===== config.mk =====
export PLATFORM = sky130hd
export DESIGN_NAME = systolic_feeder_flat
export DESIGN_NICKNAME = d
export VERILOG_FILES = /design/src/rtl/systolic_feeder_pkg.sv /design/src/rtl/systolic_feeder_if.sv /design/src/rtl/systolic_skew_lane.sv /design/src/rtl/systolic_feeder.sv /design/src/flat_wrapper.sv
export SDC_FILE = /design/constraint.sdc
export NUM_CORES = 1
export LEC_CHECK = 0
export ABC_AREA = 1
export CORE_ASPECT_RATIO = 0.7
export CORE_MARGIN = 1
export CORE_UTILIZATION = 49
export CTS_CLUSTER_SIZE = 16
export DETAILED_ROUTE_END_ITERATION = 12
export HOLD_SLACK_MARGIN = 0.15
export PLACE_DENSITY = 0.73
export SYNTH_ARGS = -nofsm -noshare
export SYNTH_HDL_FRONTEND = slang
export SYNTH_HIERARCHICAL = 1
export SYNTH_SLANG_ARGS = --single-unit

===== constraint.sdc =====
create_clock -name clk -period 8.6 [get_ports clk]
set_input_delay 2.15 -clock clk [delete_from_list [all_inputs] [get_ports clk]]
set_output_delay 2.15 -clock clk [all_outputs]
set_load 0.01 [all_outputs]

===== src/rtl/systolic_feeder_pkg.sv =====
// Shared types and constants for the systolic operand feeder.
package systolic_feeder_pkg;

  typedef enum logic [2:0] {
    ST_IDLE,
    ST_CLEAR,
    ST_LOAD_WET,
    ST_STREAM,
    ST_DRAIN,
    ST_DONE
  } state_t;

  // Default array geometry; BW_ACT_DEF is the width of one activation lane slice.
  localparam int unsigned ACCU_NUM_DEF  = 5;
  localparam int unsigned BN_NUM_DEF    = 10;
  localparam int unsigned BW_ACT_DEF    = 8;
  localparam int unsigned BW_WET_DEF    = 8;
  localparam int unsigned ADDR_W_DEF    = 8;
  localparam int unsigned DRAIN_CYC_DEF = 16;

  // Cycles from accept to the last MAC-enabled cycle; done follows one cycle later.
  function automatic int unsigned tile_len(input int unsigned n, input int unsigned k,
                                           input int unsigned drain);
    return 3 + n + 2 * k + drain;
  endfunction

endpackage


===== src/rtl/systolic_feeder_if.sv =====
// SRAM read ports and PE-array operand ports of the feeder.
interface systolic_feeder_if #(
  parameter int unsigned ACCU_NUM = 5,
  parameter int unsigned BW_ACT   = 8,
  parameter int unsigned BW_WET   = 8,
  parameter int unsigned ADDR_W   = 8
);
  logic                       wet_rd_en;
  logic [ADDR_W-1:0]          wet_rd_addr;
  logic [BW_WET-1:0]          wet_rd_data;
  logic                       act_rd_en;
  logic [ADDR_W-1:0]          act_rd_addr;
  logic [ACCU_NUM*BW_ACT-1:0] act_rd_data;
  logic                       PE_clear_acc;
  logic                       PE_mac_enable;
  logic                       PE_weight_partial_sel;
  logic signed [BW_WET-1:0]   PE_wet_in;
  logic signed [BW_ACT-1:0]   PE_act_in [ACCU_NUM];

  modport master (
    output wet_rd_en, wet_rd_addr, act_rd_en, act_rd_addr,
    output PE_clear_acc, PE_mac_enable, PE_weight_partial_sel, PE_wet_in, PE_act_in,
    input  wet_rd_data, act_rd_data
  );

  modport slave (
    input  wet_rd_en, wet_rd_addr, act_rd_en, act_rd_addr,
    input  PE_clear_acc, PE_mac_enable, PE_weight_partial_sel, PE_wet_in, PE_act_in,
    output wet_rd_data, act_rd_data
  );
endinterface


===== src/rtl/systolic_skew_lane.sv =====
// Valid-qualified delay line: DEPTH extra cycles after one capture stage, zero when invalid.
module systolic_skew_lane #(
  parameter int unsigned DEPTH = 0,
  parameter int unsigned BW    = 8
) (
  input  logic          clk,
  input  logic          reset_n,
  input  logic          flush,
  input  logic          in_vld,
  input  logic [BW-1:0] in_data,
  output logic [BW-1:0] out_data
);

  logic [DEPTH:0]         vld_q;
  logic [DEPTH:0][BW-1:0] dat_q;

  // Shift valid and data together; flush empties the line.
  always_ff @(posedge clk or negedge reset_n) begin
    if (!reset_n) begin
      vld_q <= '0;
      dat_q <= '0;
    end else if (flush) begin
      vld_q <= '0;
      dat_q <= '0;
    end else begin
      vld_q[0] <= in_vld;
      dat_q[0] <= in_data;
      for (int unsigned i = 1; i <= DEPTH; i++) begin
        vld_q[i] <= vld_q[i-1];
        dat_q[i] <= dat_q[i-1];
      end
    end
  end

  assign out_data = vld_q[DEPTH] ? dat_q[DEPTH] : '0;

endmodule


===== src/rtl/systolic_feeder.sv =====
// Operand sequencer: clear, weight load, skewed activation stream, drain, done.
module systolic_feeder
  import systolic_feeder_pkg::*;
#(
  parameter int unsigned ACCU_NUM  = ACCU_NUM_DEF,
  parameter int unsigned BN_NUM    = BN_NUM_DEF,
  parameter int unsigned BW_ACT    = BW_ACT_DEF,
  parameter int unsigned BW_WET    = BW_WET_DEF,
  parameter int unsigned ADDR_W    = ADDR_W_DEF,
  parameter int unsigned DRAIN_CYC = DRAIN_CYC_DEF
) (
  input  logic              clk,
  input  logic              reset_n,
  input  logic              start,
  input  logic              abort,
  input  logic [ADDR_W-1:0] wet_base,
  input  logic [ADDR_W-1:0] act_base,
  output logic              busy,
  output logic              done,
  systolic_feeder_if.master bus
);

  localparam int unsigned TILE_LEN     = tile_len(BN_NUM, ACCU_NUM, DRAIN_CYC);
  localparam int unsigned T_W          = $clog2(TILE_LEN + 2);
  localparam int unsigned T_LOAD_END   = 1 + ACCU_NUM;
  localparam int unsigned T_STREAM_END = 1 + ACCU_NUM + BN_NUM;
  localparam int unsigned T_MAC_START  = 4 + ACCU_NUM;

  state_t            state_q, state_d;
  logic [T_W-1:0]    t_q, t_d;
  logic [ADDR_W-1:0] wet_base_q, act_base_q;
  logic              accept, flush;

  logic              busy_d, done_d, clr_d, mac_d, wen_d, aen_d;
  logic [ADDR_W-1:0] waddr_d, aaddr_d;

  logic              wet_vld_q, act_vld_q;
  logic [BW_ACT-1:0] lane_out [ACCU_NUM];

  assign accept = (state_q == ST_IDLE) && start && !abort;
  assign flush  = abort && (state_q != ST_IDLE);

  // State, tile-relative cycle counter and sampled base addresses.
  always_ff @(posedge clk or negedge reset_n) begin
    if (!reset_n) begin
      state_q    <= ST_IDLE;
      t_q        <= '0;
      wet_base_q <= '0;
      act_base_q <= '0;
    end else begin
      state_q <= state_d;
      t_q     <= t_d;
      if (accept) begin
        wet_base_q <= wet_base;
        act_base_q <= act_base;
      end
    end
  end

  // Next state plus next-cycle values of every registered control output.
  // t counts cycles since accept, so all phase boundaries are plain compares on t.
  always_comb begin
    state_d = state_q;
    t_d     = t_q + T_W'(1);
    case (state_q)
      ST_IDLE: begin
        t_d = '0;
        if (accept) begin
          state_d = ST_CLEAR;
          t_d     = T_W'(1);
        end
      end
      ST_CLEAR:    state_d = ST_LOAD_WET;
      ST_LOAD_WET: if (t_q == T_W'(T_LOAD_END))   state_d = ST_STREAM;
      ST_STREAM:   if (t_q == T_W'(T_STREAM_END)) state_d = ST_DRAIN;
      ST_DRAIN:    if (t_q == T_W'(TILE_LEN))     state_d = ST_DONE;
      ST_DONE: begin
        state_d = ST_IDLE;
        t_d     = '0;
      end
      default: begin
        state_d = ST_IDLE;
        t_d     = '0;
      end
    endcase
    if (flush) begin
      state_d = ST_IDLE;
      t_d     = '0;
    end

    busy_d  = (state_d != ST_IDLE);
    done_d  = (state_d == ST_DONE);
    clr_d   = (state_d == ST_CLEAR);
    wen_d   = (state_d == ST_LOAD_WET);
    aen_d   = (state_d == ST_STREAM);
    mac_d   = ((state_d == ST_STREAM) || (state_d == ST_DRAIN)) && (t_d >= T_W'(T_MAC_START));
    waddr_d = '0;
    aaddr_d = '0;
    // Deepest PE's weight goes first, so the address walks downward from base+K-1.
    if (wen_d) waddr_d = wet_base_q + ADDR_W'(ACCU_NUM - 1) - ADDR_W'(t_d - T_W'(2));
    if (aen_d) aaddr_d = act_base_q + ADDR_W'(t_d - T_W'(2 + ACCU_NUM));
  end

  // Registered control outputs and read strobes.
  always_ff @(posedge clk or negedge reset_n) begin
    if (!reset_n) begin
      busy              <= 1'b0;
      done              <= 1'b0;
      bus.PE_clear_acc  <= 1'b0;
      bus.PE_mac_enable <= 1'b0;
      bus.wet_rd_en     <= 1'b0;
      bus.wet_rd_addr   <= '0;
      bus.act_rd_en     <= 1'b0;
      bus.act_rd_addr   <= '0;
    end else begin
      busy              <= busy_d;
      done              <= done_d;
      bus.PE_clear_acc  <= clr_d;
      bus.PE_mac_enable <= mac_d;
      bus.wet_rd_en     <= wen_d;
      bus.wet_rd_addr   <= waddr_d;
      bus.act_rd_en     <= aen_d;
      bus.act_rd_addr   <= aaddr_d;
    end
  end

  // Read-data valid tracking and the registered weight stream.
  always_ff @(posedge clk or negedge reset_n) begin
    if (!reset_n) begin
      wet_vld_q                 <= 1'b0;
      act_vld_q                 <= 1'b0;
      bus.PE_wet_in             <= '0;
      bus.PE_weight_partial_sel <= 1'b0;
    end else if (flush) begin
      wet_vld_q                 <= 1'b0;
      act_vld_q                 <= 1'b0;
      bus.PE_wet_in             <= '0;
      bus.PE_weight_partial_sel <= 1'b0;
    end else begin
      wet_vld_q                 <= bus.wet_rd_en;
      act_vld_q                 <= bus.act_rd_en;
      bus.PE_wet_in             <= wet_vld_q ? bus.wet_rd_data : '0;
      bus.PE_weight_partial_sel <= wet_vld_q;
    end
  end

  for (genvar k = 0; k < ACCU_NUM; k++) begin : g_lane
    systolic_skew_lane #(
      .DEPTH (k),
      .BW    (BW_ACT)
    ) u_lane (
      .clk      (clk),
      .reset_n  (reset_n),
      .flush    (flush),
      .in_vld   (act_vld_q),
      .in_data  (bus.act_rd_data[k*BW_ACT +: BW_ACT]),
      .out_data (lane_out[k])
    );
    assign bus.PE_act_in[k] = lane_out[k];
  end

endmodule


===== src/flat_wrapper.sv =====
// flat-port wrapper written by rule: the top's interface ports become plain ports
module systolic_feeder_flat import systolic_feeder_pkg::*;
#(
  parameter int unsigned ACCU_NUM  = ACCU_NUM_DEF,
  parameter int unsigned BN_NUM    = BN_NUM_DEF,
  parameter int unsigned BW_ACT    = BW_ACT_DEF,
  parameter int unsigned BW_WET    = BW_WET_DEF,
  parameter int unsigned ADDR_W    = ADDR_W_DEF,
  parameter int unsigned DRAIN_CYC = DRAIN_CYC_DEF
)
  (clk, reset_n, start, abort, wet_base, act_base, busy, done, bus_wet_rd_en, bus_wet_rd_addr, bus_act_rd_en, bus_act_rd_addr, bus_PE_clear_acc, bus_PE_mac_enable, bus_PE_weight_partial_sel, bus_PE_wet_in, bus_PE_act_in, bus_wet_rd_data, bus_act_rd_data);
  systolic_feeder_if #(.ACCU_NUM(ACCU_NUM), .BW_ACT(BW_ACT), .BW_WET(BW_WET), .ADDR_W(ADDR_W)) bus_i ();
  input  logic clk;
  input  logic reset_n;
  input  logic start;
  input  logic abort;
  input  logic [ADDR_W-1:0] wet_base;
  input  logic [ADDR_W-1:0] act_base;
  output logic busy;
  output logic done;
  output wire logic [$bits(bus_i.wet_rd_en)-1:0] bus_wet_rd_en;
  output wire logic [$bits(bus_i.wet_rd_addr)-1:0] bus_wet_rd_addr;
  output wire logic [$bits(bus_i.act_rd_en)-1:0] bus_act_rd_en;
  output wire logic [$bits(bus_i.act_rd_addr)-1:0] bus_act_rd_addr;
  output wire logic [$bits(bus_i.PE_clear_acc)-1:0] bus_PE_clear_acc;
  output wire logic [$bits(bus_i.PE_mac_enable)-1:0] bus_PE_mac_enable;
  output wire logic [$bits(bus_i.PE_weight_partial_sel)-1:0] bus_PE_weight_partial_sel;
  output wire logic [$bits(bus_i.PE_wet_in)-1:0] bus_PE_wet_in;
  output wire logic [$bits(bus_i.PE_act_in)-1:0] bus_PE_act_in;
  input wire logic [$bits(bus_i.wet_rd_data)-1:0] bus_wet_rd_data;
  input wire logic [$bits(bus_i.act_rd_data)-1:0] bus_act_rd_data;
  assign bus_wet_rd_en = bus_i.wet_rd_en;
  assign bus_wet_rd_addr = bus_i.wet_rd_addr;
  assign bus_act_rd_en = bus_i.act_rd_en;
  assign bus_act_rd_addr = bus_i.act_rd_addr;
  assign bus_PE_clear_acc = bus_i.PE_clear_acc;
  assign bus_PE_mac_enable = bus_i.PE_mac_enable;
  assign bus_PE_weight_partial_sel = bus_i.PE_weight_partial_sel;
  assign bus_PE_wet_in = bus_i.PE_wet_in;
  assign bus_PE_act_in = {>>{bus_i.PE_act_in}};
  assign bus_i.wet_rd_data = bus_wet_rd_data;
  assign bus_i.act_rd_data = bus_act_rd_data;
  systolic_feeder #(.ACCU_NUM(ACCU_NUM), .BN_NUM(BN_NUM), .BW_ACT(BW_ACT), .BW_WET(BW_WET), .ADDR_W(ADDR_W), .DRAIN_CYC(DRAIN_CYC)) u_core (.clk(clk), .reset_n(reset_n), .start(start), .abort(abort), .wet_base(wet_base), .act_base(act_base), .busy(busy), .done(done), .bus(bus_i));
endmodule

# Yosys cells after proc, flatten, opt, wreduce, memory -nomap -nowiden
# Index checks and enable logic that the tools add are counted.
[op_classes]
addsub = 6
order_cmp = 1
n_eq_ne = 12
muxes = 31
reduce_logical = 10
[ops]
columns = ["cell", "count"]
rows = [
  ["8-bit two-way mux", 10],
  ["40-bit two-way mux", 1],
  ["32-bit two-way mux", 1],
  ["24-bit two-way mux", 1],
  ["3-bit two-way mux", 6],
  ["16-bit two-way mux", 1],
  ["3-bit case mux with 5 select lines", 1],
  ["3-bit by 2-bit == test with 1-bit output, second input constant", 4],
  ["6-bit case mux with 2 select lines", 1],
  ["3-bit == test, second input constant", 3],
  ["8-bit by 3-bit adder with 8-bit output, second input constant", 1],
  ["8-bit adder", 1],
  ["8-bit subtractor", 1],
  ["6-bit by 2-bit subtractor with 7-bit output, second input constant", 1],
  ["6-bit by 3-bit subtractor with 7-bit output, second input constant", 1],
  ["6-bit by 1-bit adder with 6-bit output, second input constant", 1],
  ["3-bit by 1-bit == test with 1-bit output, second input constant", 2],
  ["6-bit by 3-bit == test with 1-bit output, second input constant", 1],
  ["6-bit by 5-bit == test with 1-bit output, second input constant", 1],
  ["6-bit == test, second input constant", 1],
  ["6-bit by 4-bit >= comparator with 1-bit output, second input constant", 1],
  ["6-bit two-way mux", 1],
  ["3-bit nonzero test", 2],
  ["1-bit two-way mux", 5],
  ["8 further kinds", 11],
]
[word_totals]
register_bits = 193
input_bits = 68
output_inout_bits = 71

# Longest topological paths before layout
# Gate-level depths: netlist of run 1.
[depth]
word_depth = 9
mapped_depth = 22

# Cells and area by module
# The synthesis of run 1 kept the hierarchy.
[modules_own_cells]
columns = ["mod", "n_inst", "cells_per_inst", "area_per_inst_um2", "seq_area_each_um2"]
rows = [
  ["systolic_feeder", 1, 343, 3171.8, 1451.4],
  ["systolic_skew_lane at u_core.g_lane[4].u_lane", 1, 157, 1585.3, 1126.1],
  ["systolic_skew_lane at u_core.g_lane[3].u_lane", 1, 129, 1286.2, 900.9],
  ["systolic_skew_lane at u_core.g_lane[2].u_lane", 1, 101, 979.7, 675.6],
  ["systolic_skew_lane at u_core.g_lane[1].u_lane", 1, 73, 676.9, 450.4],
  ["systolic_skew_lane at u_core.g_lane[0].u_lane", 1, 45, 399.1, 225.2],
]

# Least setup slack after synthesis of run 1
# Ideal clock, no wire load.
[synth_timing]
path_kind = "input-to-reg"
from = "in abort"
to = "reg u_core.bus.wet_rd_addr[7]"
arrival_ns = 4.286
t_required_ns = 8.483
setup_slack_ns = 4.197
path_stages = 15
cell_sequence = "inv_1 > nand3_4 > nor2_4 > inv_1 > ha_1 > inv_1 > ha_1 > fa_1 > inv_1 > nand4_1 > nand3_1 > xor2_1 > inv_1 > nor2_1 > nor2_1"
[synth_lines]
columns = ["item", "line", "rtl"]
rows = [
  ["start, declared", "flat_wrapper.sv:16", "input logic abort;"],
  ["1-bit logical AND", "systolic_feeder.sv:41", "assign flush = abort && (state_q != ST_IDLE);"],
  ["6-bit two-way mux", "systolic_feeder.sv:86", "if (flush) begin"],
  ["via u_core.t_d[2]", "systolic_feeder.sv:30", "logic [T_W-1:0] t_q, t_d;"],
  ["6-bit by 2-bit subtractor with 7-bit output", "systolic_feeder.sv:100", "if (wen_d) waddr_d = wet_base_q + ADDR_W'(ACCU_NUM - 1) - ADDR_W'(t_d - T_W'(2));"],
  ["8-bit subtractor", "systolic_feeder.sv:100", ""],
  ["8-bit two-way mux", "systolic_feeder.sv:100", ""],
  ["via u_core.waddr_d[7]", "systolic_feeder.sv:35", "logic [ADDR_W-1:0] waddr_d, aaddr_d;"],
  ["end signal, assigned", "systolic_feeder.sv:121", "bus.wet_rd_addr <= waddr_d;"],
  ["end, declared", "systolic_feeder_if.sv:21", "output wet_rd_en, wet_rd_addr, act_rd_en, act_rd_addr,"],
]
# The timed path passes the listed nets, and every way through them passes these cells.
# A chain may end at the register's enable or synchronous reset.

# Final worst setup path of run 1
[layout_timing]
from = "in abort"
to = "reg u_core.bus.act_rd_addr[5]"
[layout_between]
elab_chain_len = 8
[layout_rtl]
columns = ["item", "line", "rtl"]
rows = [
  ["1-bit logical NOT", "systolic_feeder.sv:40", "assign accept = (state_q == ST_IDLE) && start && !abort;"],
  ["1-bit logical AND", "systolic_feeder.sv:40", ""],
  ["1-bit two-way mux", "systolic_feeder.sv:68", "if (accept) begin"],
  ["6-bit case mux with 2 select lines", "systolic_feeder.sv:65", "case (state_q)"],
  ["6-bit two-way mux *", "systolic_feeder.sv:86", ""],
  ["via u_core.t_d[0]", "systolic_feeder.sv:30", ""],
  ["6-bit by 3-bit subtractor with 7-bit output *", "systolic_feeder.sv:101", "if (aen_d) aaddr_d = act_base_q + ADDR_W'(t_d - T_W'(2 + ACCU_NUM));"],
  ["8-bit adder *", "systolic_feeder.sv:101", ""],
  ["8-bit two-way mux *", "systolic_feeder.sv:101", ""],
  ["via u_core.aaddr_d[5]", "systolic_feeder.sv:35", ""],
  ["end signal, assigned", "systolic_feeder.sv:123", "bus.act_rd_addr <= aaddr_d;"],
  ["end, declared", "systolic_feeder_if.sv:21", ""],
]
# Mark *: on every way through the listed nets, which the timed path passes. The rest lies on a longest branch.

==> reports/metrics.csv, run 1 <==
stage,metric,value,unit
outcome,status,finished clean,
synth,"FF+latch count, synth",193,
power_and_ir_drop,P_leak,5.53,nW
synth,Mean Syn Cell Area,9.55,um2
route,ANT nets after route,0,
finish,Multi-input gate area,2200,um2
synth,post-synth top area cell,dfrtp_1,
power_and_ir_drop,Pint,1.93,mW
clocking,TritonCTS clock tree,yes,
power_and_ir_drop,VDD IR max,0.135,mV
clocking,hold-fix buffers at CTS,0,
worst_setup_path,Critical Path Source Type,primary input,
finish,FF+latch area,4830,um2
run,max-cap viol count,0,
route,vias per inst,4.33,
sta,Clock Skew,11.7,ps
sta,final setup vio count,0,
sta,highest clock rate,210,MHz
synth,cells taking the most area after synthesis,"dfrtp_1, inv_1, nor2_1",
worst_setup_path,Critical Path AT,5120,ps
sta,Worst Hold Margin,451,ps
finish,diode count,0,
place,Buffers on Ports,138,
worst_setup_path,crit-path max FO,15,
clocking,clk slew on worst S/H paths,70,ps
sta,Final Cycle Share,55.5,%
synth,Netlist cell types,38,
grt,antenna violations before repair,0,
grt,first-pass GRT wire length,23500,um
grt,vias in the first global route,4937,
clocking,clock buffer depth,2,
worst_hold_path,Hold WC Path Type,register to register,
clocking,"Setup Fix Bufs, Post-CTS",0,
sta,RSZ-0062 raised after global routing,false,
clocking,clk sink count,193,
floorplanning,row count,38,
route,wire per inst,11.6,um
finish,Area Overhead vs Synth,25.2,%
place,global placer's final weighted congestion,0.855,
synth,Most used DFF post-synth,dfrtp_1,
sta,max-slew violations,0,
sta,Tmin final,4770,ps
sta,Worst slew margin,36.4,%
synth,post-synthesis net count,946,
sta,Tightest Pin Transition,954,ps
worst_setup_path,Crit. End Element,register,
finish,Filler Cell Count,1285,
synth,"count leader, synth",inv_1,
floorplanning,io pins,139,
synth,Post-synth top cells,"inv_1, dfrtp_1, nor2_1",
synth,Syn Inst Count,848,
sta,Final Hold Fails,0,
route,Vias,5254,
power_and_ir_drop,register share of total power,41.9,%
floorplanning,Die ar.,17100,um2
floorplanning,area of the core,15800,um2
route,final WL,14100,um
power_and_ir_drop,clock share of power,26.1,%
route,TritonRoute pass-1 iters,4,
clocking,H-tree levels,4,
place,Detailed Place HPWL,9270,um
worst_setup_path,Setup Crit Path Kind,primary input to register,
route,DRC viols,0,
synth,fraction of registers with async set/reset,100,%
clocking,clk root buf,clkbuf_16,
route,DR iter-0 viols,284,
clocking,post-CTS sizing,0,
grt,Tot GR Track Use,18.2,%
floorplanning,die height,110,um
grt,largest net degree at the start of global routing,123,
power_and_ir_drop,Comb pwr share,32.0,%
synth,Post-synth EDFFs,0,
synth,cell area after synthesis,8100,um2
power_and_ir_drop,switching portion of total power,34.8,%
grt,grt total ovfl,0,
finish,fraction of layout cells with a size suffix above 1,8.45,%
sta,TNS Setup,0,ps
floorplanning,Initial Util,51.2,%
synth,Synth Warn #,6,
clocking,Num CTS Buffers,17,
worst_setup_path,critical path required time,8950,ps
power_and_ir_drop,PD cells,292,nW/um2
synth,sequential fraction of the synthesis area,59.6,%
floorplanning,Die Wd,156,um
synth,Synth top area share,59.6,%
clocking,clk_lat worst skew,420,ps
power_and_ir_drop,switching power,1.03,mW
finish,layout net count,1080,
-- kinds of logic after synthesis --
family / synth area share, %
buffers and inverters: 13.2
and+or+nand+nor: 17.6
DFF: 59.6
AOI/OAI and AO/OA: 3.75
xor gates and xnor gates: 0.973
adders and majority gates: 4.82
-- layout make-up --
class / count / share of cell area, %
flip-flops and latches: 193 / 47.6
multi-input cells: 405 / 21.7
repair buffers: 140 / 13.8
inverters: 225 / 8.38
clock buffers: 18 / 4.33
well taps: 220 / 2.71
clock inverters: 13 / 1.43
-- worst paths after layout --
check | start | endpoint | slack, ps | depth (start not counted)
max in group asynchronous | reset_n | u_core/bus.act_rd_addr[4] | 5300 | 2
min in group asynchronous | reset_n | u_core/g_lane[4].u_lane/dat_q[34] | 1820 | 1
worst max-delay path | abort | u_core/bus.act_rd_addr[5] | 3830 | 15
worst min-delay path | u_core/g_lane[4].u_lane/vld_q[2] | u_core/g_lane[4].u_lane/vld_q[3] | 450 | 2
worst max register to register | u_core/state_q[1] | u_core/bus.act_rd_addr[5] | 5460 | 16
worst min register to register | u_core/g_lane[4].u_lane/vld_q[2] | u_core/g_lane[4].u_lane/vld_q[3] | 450 | 2
-- sequential cells by signal, indices dropped and copies added, names as in the netlist, 3 cells and up --
name                        count
u_core/bus.act_rd_addr          8
u_core/g_lane.u_lane/dat_q    120
u_core/wet_base_q               8
u_core/state_q                  3
u_core/act_base_q               8
u_core/bus.wet_rd_addr          8
u_core/g_lane.u_lane/vld_q     15
u_core/t_q                      6
u_core/bus.PE_wet_in            8
-- through the flow --
step                      cell area [um2]  utilization [%]  power (mW)  cells  setup slack (ps)
after global placement               9560             60.4        2.17   1183              3560
after detailed placement             9560             60.4        2.20   1183              3440
after CTS                           10100             64.1        3.00   1214              3900
after global routing                10100             64.1        3.19   1214              3560
after floorplan                      8100                -        1.95    848              4200
final                               10100             64.1        2.96   1214              3830
-- critical path, stage by stage --
cell and delay, ps:
clkdlybuf4s50_1 460, inv_1 170, nand3_4 220, o21ai_1 180, nand2_1 120, inv_1 150
ha_1 240, xor2_1 180, ha_1 320, a21oi_1 170, nand2_1 150, a21o_1 190
a21oi_1 240, o21ai_2 80, a21oi_2 100
-- routing by layer --
metal | vias up | global-route usage, % | routed length [um]
li1 | 2696 | - | -
met1 | 2439 | 24.9 | 6760
met2 | 101 | 28.5 | 6520
met3 | 18 | 4.06 | 596
met4 | 0 | 7.42 | 190
met5 | - | 0 | 0
-- power by group through the flow --
stage / Combinational (mW) / Sequential [mW] / Clock (mW)
floorplan: 0.703 / 1.24 / 0
global placement: 0.917 / 1.25 / 0
detailed placement: 0.941 / 1.26 / 0
CTS: 0.958 / 1.24 / 0.796
global route: 1.08 / 1.27 / 0.836
finish: 0.948 / 1.24 / 0.773
-- cell usage in the layout, fill, tap and decap left out, drive strengths merged --
cell type,n
nand3,19
nand3b,1
nand2,127
ha,28
o21bai,2
clkdlybuf4s50,137
xnor2,3
nor2,165
xor2,6
bufinv,1
inv,231
nand4,4
dfrtp,193
clkinv,3
buf,2
clkbuf,19
a21o,2
o21ai,17
a21oi,23
fa,2
a31oi,1
or2,1
clkinvlp,3
o31ai,1
nor3,2
a21boi,1
(Power assumes the default switching activity.)
==> run 2: changes to the inputs <==
clock period = 4.39 ns   (was 8.6 ns; I/O delays follow)
==> run 2 against run 1 <==
- critical path depth stayed put
- sequential share of layout area decreased by 0.13 points
- wire length is 0.65% higher
- worst hold slack lost 4.4 ps
- sequential power increased by 96%
- die area did not move
- first-iteration DRC count shrank 32%
- combinational power increased by 97%
- final cell count rose by 0.16%
- critical path type unchanged
- critical endpoint unchanged
==> reports/metrics.csv, run 2 (same netlist as run 1, synthesis figures left out) <==
stage,metric,value,unit,change
outcome,status,finished clean,,
place,pre-CTS WS,314,ps,-3130 ps
worst_hold_path,Hold WC Path Type,register to register,,
grt,GR Util met2,30.2,%,+1.7 points
floorplanning,row count,38,,unchanged
worst_setup_path,Critical Path Source Type,primary input,,
sta,max-slew violations,0,,unchanged
worst_hold_path,hold_sp,u_core/g_lane[4].u_lane/dat_q[4],,
sta,setup ws final,642,ps,-3190 ps
route,ANT nets after route,0,,unchanged
grt,met3 Track Usage GR,3.86,%,-0.20 points
finish,Filler Cell Count,1366,,+6.3%
worst_setup_path,Critical Path Max Stage Delay,460,ps,about the same
power_and_ir_drop,PD cells,569,nW/um2,+95%
floorplanning,Die Wd,156,um,unchanged
worst_hold_path,Hold Path Stages,2,,unchanged
sta,Final Cycle Share,85.4,%,
route,wire per inst,11.6,um,+0.49%
route,DRC viols,0,,unchanged
finish,fraction of layout cells with a size suffix above 1,8.53,%,+0.083 points
power_and_ir_drop,VDD IR max,0.353,mV,+160%
clocking,TritonCTS clock tree,yes,,
floorplanning,io pins,139,,unchanged
worst_setup_path,Top Family by Delay on Critical Path,compound AO/OA/AOI/OAI gates,,
clocking,hold-fix buffers at CTS,0,,unchanged
grt,first-pass GRT wire length,24000,um,+1.9%
worst_hold_path,Hold EP,u_core/g_lane[4].u_lane/dat_q[12],,
grt,vias in the first global route,5106,,+3.4%
worst_setup_path,Critical Path AT,4090,ps,-1030 ps
clocking,H-tree levels,4,,unchanged
clocking,Num CTS Buffers,17,,unchanged
finish,Area Overhead vs Synth,25.6,%,
clocking,clk sink count,193,,unchanged
floorplanning,Initial Util,51.2,%,unchanged
sta,Worst slew margin,43.1,%,+6.7 points
run,max-cap viol count,0,,unchanged
worst_setup_path,Setup Crit Path Kind,primary input to register,,
sta,RSZ-0062 raised after global routing,false,,
route,final WL,14200,um,+0.65%
worst_setup_path,Crit. End Element,register,,
clocking,clk root buf,clkbuf_16,,
finish,biggest regs,"u_core/g_lane.u_lane/dat_q (120), u_core/g_lane.u_lane/vld_q (15)",,
worst_setup_path,critical path required time,4730,ps,-4220 ps
route,vias per inst,4.27,,-1.4%
grt,largest net degree at the start of global routing,108,,-12%
sta,final setup vio count,0,,unchanged
clocking,clk_lat worst skew,420,ps,about the same
finish,most frequent cells in the layout,"inv_1, dfrtp_1, nor2_1, clkdlybuf4s50_1, nand2_1",,
clocking,"Setup Fix Bufs, Post-CTS",0,,unchanged
sta,TNS Setup,0,ps,unchanged
route,DR iter-0 viols,192,,-32%
sta,Final Hold Fails,0,,unchanged
sta,Worst Hold Margin,446,ps,-4.40 ps
clocking,clk slew on worst S/H paths,80,ps,about the same
route,TritonRoute pass-1 iters,4,,unchanged
grt,met1 usage,24.4,%,-0.54 points
floorplanning,area of the core,15800,um2,unchanged
floorplanning,die height,110,um,unchanged
place,global placer's final weighted congestion,0.847,,-0.95%
sta,highest clock rate,267,MHz,
worst_setup_path,Worst Path Buf+Inv,3,,unchanged
grt,gr busiest metal,met2,,
worst_setup_path,cell at the slowest stage of the critical path,clkdlybuf4s50_1,,
finish,diode count,0,,unchanged
finish,"commonest non-fill, non-tap cell in the layout",inv_1,,
finish,number of flip-flops in the largest register,120,,unchanged
floorplanning,Die ar.,17100,um2,unchanged
worst_setup_path,FF-to-FF Start,u_core/state_q[1],,
place,Detailed Place HPWL,9430,um,+1.7%
sta,Clock Skew,12.2,ps,+0.491 ps
grt,grt total ovfl,0,,unchanged
grt,antenna violations before repair,0,,unchanged
grt,Tot GR Track Use,18.1,%,-0.15 points
clocking,post-CTS sizing,0,,unchanged
sta,Tightest Pin Transition,854,ps,-100 ps
sta,Tmin final,3750,ps,
worst_setup_path,worst reg-to-reg path cell count,16,,unchanged
route,Vias,5191,,-1.2%
finish,Top reg by flops,u_core/g_lane.u_lane/dat_q,,
power_and_ir_drop,P_leak,5.54,nW,+0.21%
worst_setup_path,flop-to-flop setup slack,1230,ps,-4230 ps
place,Buffers on Ports,138,,unchanged
worst_setup_path,critical path cell sequence,clkdlybuf4s50_1 > inv_1 > nand3_4 > o21ai_1 > nand2_1 > inv_1 > ha_1 > xor2_1 > ha_1 > a21oi_1 > nand2_1 > a21o_1 > a21oi_1 > o21ai_2 > a21oi_2,,
clocking,clock buffer depth,2,,unchanged
worst_setup_path,crit-path max FO,15,,unchanged
worst_setup_path,reg2reg end,u_core/bus.act_rd_addr[5],,
finish,layout net count,1081,,+0.093%
run 2: worst max path at each step:
stage,endpoint,depth (start not counted),from,slack [ps]
6_report,u_core/bus.act_rd_addr[5],15,abort,640
5_1_grt,u_core/bus.act_rd_addr[5],15,abort,430
4_1_cts,u_core/bus.act_rd_addr[5],15,abort,670
3_5_place_dp,u_core/bus.act_rd_addr[5],15,abort,310
3_3_place_gp,u_core/bus.wet_rd_addr[7],16,abort,410
2_1_floorplan,u_core/bus.wet_rd_addr[7],15,abort,1040
run 2: layer usage:
layer  vias up  share of wire, %
met5         -                 0
met4         0              0.72
met3         9               4.0
met2        95                47
met1      2378                48
li1       2709                 -
run 2: final cells by class:
type | instances | area, um2 | area share, %
Clock buffer | 19 | 443 | 4.36
Timing Repair Buffer | 141 | 1430 | 14.1
Sequential cell | 193 | 4830 | 47.5
Multi-Input combinational cell | 405 | 2200 | 21.7
Inverter | 225 | 850 | 8.35
Tap cell | 220 | 275 | 2.71
Clock inverter | 13 | 136 | 1.34
run 2: metrics by stage:
| stage | utilization (%) | area, um2 | cells | total power [mW] |
|---|---|---|---|---|
| 5_1_grt | 64.2 | 10200 | 1216 | 6.22 |
| 2_1_floorplan | - | 8100 | 848 | 3.81 |
| 3_3_place_gp | 60.6 | 9590 | 1184 | 4.27 |
| 3_5_place_dp | 60.6 | 9590 | 1184 | 4.32 |
| 4_1_cts | 64.2 | 10200 | 1216 | 5.84 |
| 6_report | 64.2 | 10200 | 1216 | 5.79 |
run 2: power breakdown:
| part | internal, mW | switching, mW | total (mW) | leakage, nW |
|---|---|---|---|---|
| clock | 0.774 | 0.718 | 1.49 | 0.278 |
| combinational | 0.731 | 1.13 | 1.87 | 2.77 |
| sequential | 2.24 | 0.194 | 2.43 | 2.50 |
run 2: worst min-delay path, cell delays in order (launching register included):
cell     delay [ps]
dfrtp_1         320
inv_1            30
nor2_1           70
==> run 3: changes to the inputs <==
CTS_CLUSTER_SIZE = 25   (was 16)
==> results of run 3 <==
No change in the layout: final DEF, timing and power equal those of run 2.
